[src/rtl/fetch_ctrl.sv]
// fetch_ctrl: IF-stage sequencer with imem req/ack handshake, redirect drain, load-use stall merge and sticky fetch timeout
module fetch_ctrl #(
  parameter int TIMEOUT = 16,
  parameter int CW = $clog2(TIMEOUT + 1)
) (
  input  logic clk,
  input  logic reset,
  input  logic PCSrcE,
  input  logic LoadUseStall,
  input  logic imem_ack,
  output logic imem_req,
  output logic PCWrite,
  output logic IF_IDWrite,
  output logic FlushD,
  output logic FlushE,
  output logic fetch_err
);
  typedef enum logic [1:0] {RST_WAIT, FETCH, DRAIN, ERR} state_t;
  state_t state_q, state_d;
  logic [CW-1:0] cnt_q, cnt_d, cnt_inc;
  logic err_q, err_d, fetch, drain, wait_c, timeout;
  always_comb begin
    fetch = state_q == FETCH;
    drain = state_q == DRAIN;
    wait_c = fetch && !imem_ack && !PCSrcE;
    cnt_inc = cnt_q + 1'b1;
    timeout = wait_c && cnt_inc == CW'(TIMEOUT);
    cnt_d = (wait_c && !timeout) ? cnt_inc : '0;
    err_d = err_q || timeout;
    state_d = (state_q == ERR || timeout) ? ERR :
              (fetch && PCSrcE && !imem_ack) ? DRAIN : FETCH;
    imem_req = fetch;
    PCWrite = fetch && (PCSrcE || (!LoadUseStall && imem_ack));
    IF_IDWrite = fetch ? (PCSrcE || !LoadUseStall) : state_q != RST_WAIT;
    FlushD = fetch ? (PCSrcE || (!LoadUseStall && !imem_ack)) : 1'b1;
    FlushE = fetch ? (PCSrcE || LoadUseStall) : drain ? LoadUseStall : 1'b1;
  end
  assign fetch_err = err_q;
  always_ff @(posedge clk or negedge reset) begin
    if (!reset) begin
      state_q <= RST_WAIT;
      cnt_q <= '0;
      err_q <= 1'b0;
    end else begin
      state_q <= state_d;
      cnt_q <= cnt_d;
      err_q <= err_d;
    end
  end
endmodule

[config.mk]
export PLATFORM = sky130hd
export DESIGN_NAME = fetch_ctrl
export DESIGN_NICKNAME = d
export VERILOG_FILES = /design/src/rtl/fetch_ctrl.sv
export SDC_FILE = /design/constraint.sdc
export NUM_CORES = 1
export LEC_CHECK = 0
export CORE_MARGIN = 5
export CORE_UTILIZATION = 28
export DETAILED_ROUTE_END_ITERATION = 12
export PLACE_DENSITY = 0.62
export SYNTH_ARGS = -nofsm -noshare
export SYNTH_HDL_FRONTEND = slang
export SYNTH_SLANG_ARGS = --single-unit
[constraint.sdc]
create_clock -name clk -period 2.88 [get_ports clk]
set_input_delay 0.432 -clock clk [delete_from_list [all_inputs] [get_ports clk]]
set_output_delay 0.432 -clock clk [all_outputs]
set_load 0.01 [all_outputs]
# == Word-level counts from Yosys, hierarchy flattened ==
# Index checks and enable logic that the tools add are counted.
# totals
ff_bits,8
latch_bits,0
ram_bits,0
mem_bits_ro,0
in_bits,5
output_inout_bits,6
word_cells,35
mem_count,0
# op_classes
add_sub_neg,1
multipliers,0
n_div,0
order_cmp,0
n_eq_ne,4
n_shift,0
n_mux,7
n_bitwise,0
reduce_logical,20
# ops
op,count
$logic_and 1x1->1,9
$logic_or 1x1->1,6
$add 5x1->5 const B,1
$eq 5x5->1 const B,1
$mux 5,1
$eq 2x2->1 const B,2
$logic_not 1->1,4
$mux 1,4
$mux 2,2
$eq 2x1->1 const B,1
$reduce_bool 2->1,1

# == Logic depth before layout (Yosys ltp) ==
# depth
word_depth,7
mapped_depth,4
depth_no_buf,4

# == Worst setup path after synthesis ==
# Ideal clock, no wire load.
# synth_path
path_type,register to output
start,reg state_q[0]
end,out FlushE
t_arrival_ns,0.896
required_time_ns,2.448
slack_ns,1.552
path_stages_with_launch,3
n_path_buf,0
cell_sequence,dfrtp_1 > and2b_2 > o21ai_0
# synth_via
elab_chain_len,3
elab_cells_between_ends,4
classes_between,eq/ne: 2; mux: 2
# synth_rtl
element,line,source
start: declaration,19,"state_t state_q, state_d;"
start signal: assignment,45,state_q <= state_d;
$eq 2x2->1,24,drain = state_q == DRAIN;
$mux 1,36,FlushE = fetch ? (PCSrcE || LoadUseStall) : drain ? LoadUseStall : 1'b1;
$mux 1 *,36,
end: declaration,15,"output logic FlushE,"
# Every way passes the cells marked *; elsewhere a longest branch is shown, timed or not.

# == Worst setup path in the final report ==
# layout_path
start,in PCSrcE
end,out FlushE
# layout_via
elab_chain_len,2
# layout_rtl
element,line,source
start: declaration,8,"input logic PCSrcE,"
$logic_or 1x1->1,36,
$mux 1,36,
# Every way passes these cells.

==> impl_metrics.env <==
export IMPL_drc=0
export IMPL_die_width_um=49.5
export IMPL_die_height_um=49.5
export IMPL_clock_root_buffer="clkbuf_4"
export IMPL_dp_hpwl_um=637
export IMPL_vias_per_cell=4.80
export IMPL_grt_pass1_wl_um=1360
export IMPL_die_area_um2=2450
export IMPL_cap_violations=0
export IMPL_design_area_um2=581
export IMPL_status="finished clean"
export IMPL_finalHoldViolations=0
export IMPL_min_period_over_period=0.773
export IMPL_syn2layout_area_growth_pct=32.6
export IMPL_drive_gt1_frac=0.121
export IMPL_clk_path_buf_depth=2
export IMPL_ys_ff_latch=8
export IMPL_yosysTopAreaCellShare=0.457
export IMPL_setup_ws_ps=654
export IMPL_r2r_start="cnt_q[0]"
export IMPL_reg2reg_depth=4
export IMPL_clk_insertion_delay_late_ps=250
export IMPL_grt_max_degree=9
export IMPL_async_flop_share=1.00
export IMPL_ios=11
export IMPL_drv_slew=0
export IMPL_post_cts_buffers=0
export IMPL_drt_iter0_drc=9
export IMPL_routed_wirelength_um=802
export IMPL_netlist_top_cells_count="dfrtp_1 (8), inv_1 (5), nor2_1 (4), o21ai_0 (4)"
export IMPL_initial_core_util=0.294
export IMPL_nets=66
export IMPL_avgSynthCellArea_um2=9.73
export IMPL_place_gp_congestion=0.688
export IMPL_syn_nets=51
export IMPL_fin_worst_skew_ps=7.82
export IMPL_dp_slack_ps=672
export IMPL_htreeDepth=1
export IMPL_cts_hold_buffers_added=0
export IMPL_power_density_nw_per_um2=446
export IMPL_drt_antenna_violating_nets=0
export IMPL_num_rows=14
export IMPL_track_usage=0.0731
export IMPL_synthFlopType="dfrtp_1"
export IMPL_ys_warn_count=0
export IMPL_yosysSeqAreaShare=0.457
export IMPL_syn_area_um2=438
export IMPL_worstMarginPinSlew_ps=355
export IMPL_grt_busiest_layer="met2"
export IMPL_grt_ovfl_total=0
export IMPL_synthTopCellsByArea="dfrtp_1 (46%), o21ai_0 (4.6%), inv_1 (4.3%), nor2b_1 (4.3%), nor2_1 (3.4%)"
export IMPL_setup_violations=0
export IMPL_fin_crit_ps=2230
export IMPL_clkTransAtPathRegs_ps=60
export IMPL_critical_path_arrival_ps=1790
export IMPL_use_met2=0.0996
export IMPL_p_leak_uw=0.000280
export IMPL_required_ps=2450
export IMPL_antennaDiodeCount=0
export IMPL_hp_class="in -> async"
export IMPL_antenna_found_initial=0
export IMPL_rsz0062_at_grt="false"
export IMPL_synth_most_common_cell="dfrtp_1"
export IMPL_critPathMaxFanout=6
export IMPL_finalSetupTns_ps=0
export IMPL_max_freq_mhz=449
export IMPL_cp_end_kind="primary output"
export IMPL_synth_cells=45
export IMPL_yosysUniqueCellTypes=23
export IMPL_dr_pass1_iters=4
export IMPL_grt_pass1_vias=306
export IMPL_cts_tree="built"
export IMPL_core_area_um2=1490
export IMPL_synth_largest_area_cell="dfrtp_1"
export IMPL_dpl_instance_area_um2=558
export IMPL_cts_buffers_inserted=3
export IMPL_ir_drop_v=0.000205
export IMPL_cts_resized=0
export IMPL_r2r_end="cnt_q[0]"
export IMPL_grtUsageMet3=0.0452
export IMPL_crit_path_start_kind="primary input"
export IMPL_postLayoutCoreUtil=0.390
export IMPL_portBuffers=10
export IMPL_num_vias=355
export IMPL_r2r_slack_ps=1650
export IMPL_synth_edf_count=0
export IMPL_wl_per_cell_um=10.8
export IMPL_use_met1=0.0928
export IMPL_clock_sinks=8
export IMPL_p_total_uw=259
export IMPL_path_class="in -> out"
export IMPL_max_slew_margin=0.762
placed cells by master (no fill, tap or decap), types with 2 or more instances in the layout:
master and count:
clkdlybuf4s50_1 10, clkbuf_4 3, dfrtp_1 8, a21oi_1 2
inv_1 5, nor2_1 4, nor2b_1 3, o21ai_0 4
nand2_1 3
cell type report:
class / instances / area (um2)
fillers: 141 / 908
multi-input cells: 32 / 219
flip-flops and latches: 8 / 200
repair buffers: 10 / 100
clock buffers: 3 / 22.5
well taps: 16 / 20.0
inverters: 5 / 18.8
kinds of logic (layout without fill, tap and decap cells):
| group | count (synthesis) | count (layout) | synth area share |
|---|---|---|---|
| compound gates | 11 | 11 | 0.177 |
| mux | 1 | 1 | 0.0229 |
| flops | 8 | 8 | 0.457 |
| buf+inv | 5 | 18 | 0.0429 |
| fa+ha+maj | 1 | 1 | 0.0286 |
| xor+xnor | 2 | 2 | 0.0400 |
| simple gates | 17 | 17 | 0.231 |
flip-flops by register name, indices dropped and copies added, names as in the netlist:
signal     cells
cnt_q          5
state_q        2
fetch_err      1
per-layer routing:
layer / vias to the layer above / routed length (um)
li1: 183 / -
met1: 166 / 365
met2: 6 / 399
met3: 0 / 37
met4: 0 / 0
met5: - / 0
worst max-delay path by stage:
stage	slack, ps	endpoint	start
2_1_floorplan	1550	FlushE	state_q[0]
3_3_place_gp	680	FlushE	PCSrcE
3_5_place_dp	670	FlushE	PCSrcE
4_1_cts	670	FlushE	PCSrcE
5_1_grt	610	FlushE	PCSrcE
6_report	650	FlushE	PCSrcE
power by group:
part	total, uW	internal [uW]	switching [uW]
clock network	83.6	47.5	36.1
logic	53.9	30.4	23.5
registers	122	117	4.49
total	259	195	64.0
critical path: stages:
cell	delay, ps
clkdlybuf4s50_1	550
nor2_1	80
o21ai_0	170
clkdlybuf4s50_1	560
through the flow:
stage | hold slack (ps) | cells
after global placement | 449 | 71
after detailed placement | 456 | 71
final | 452 | 74
after floorplan | 136 | 45
after global routing | 488 | 74
after CTS | 462 | 74
No activity file was read; power rests on OpenSTA's default activity.
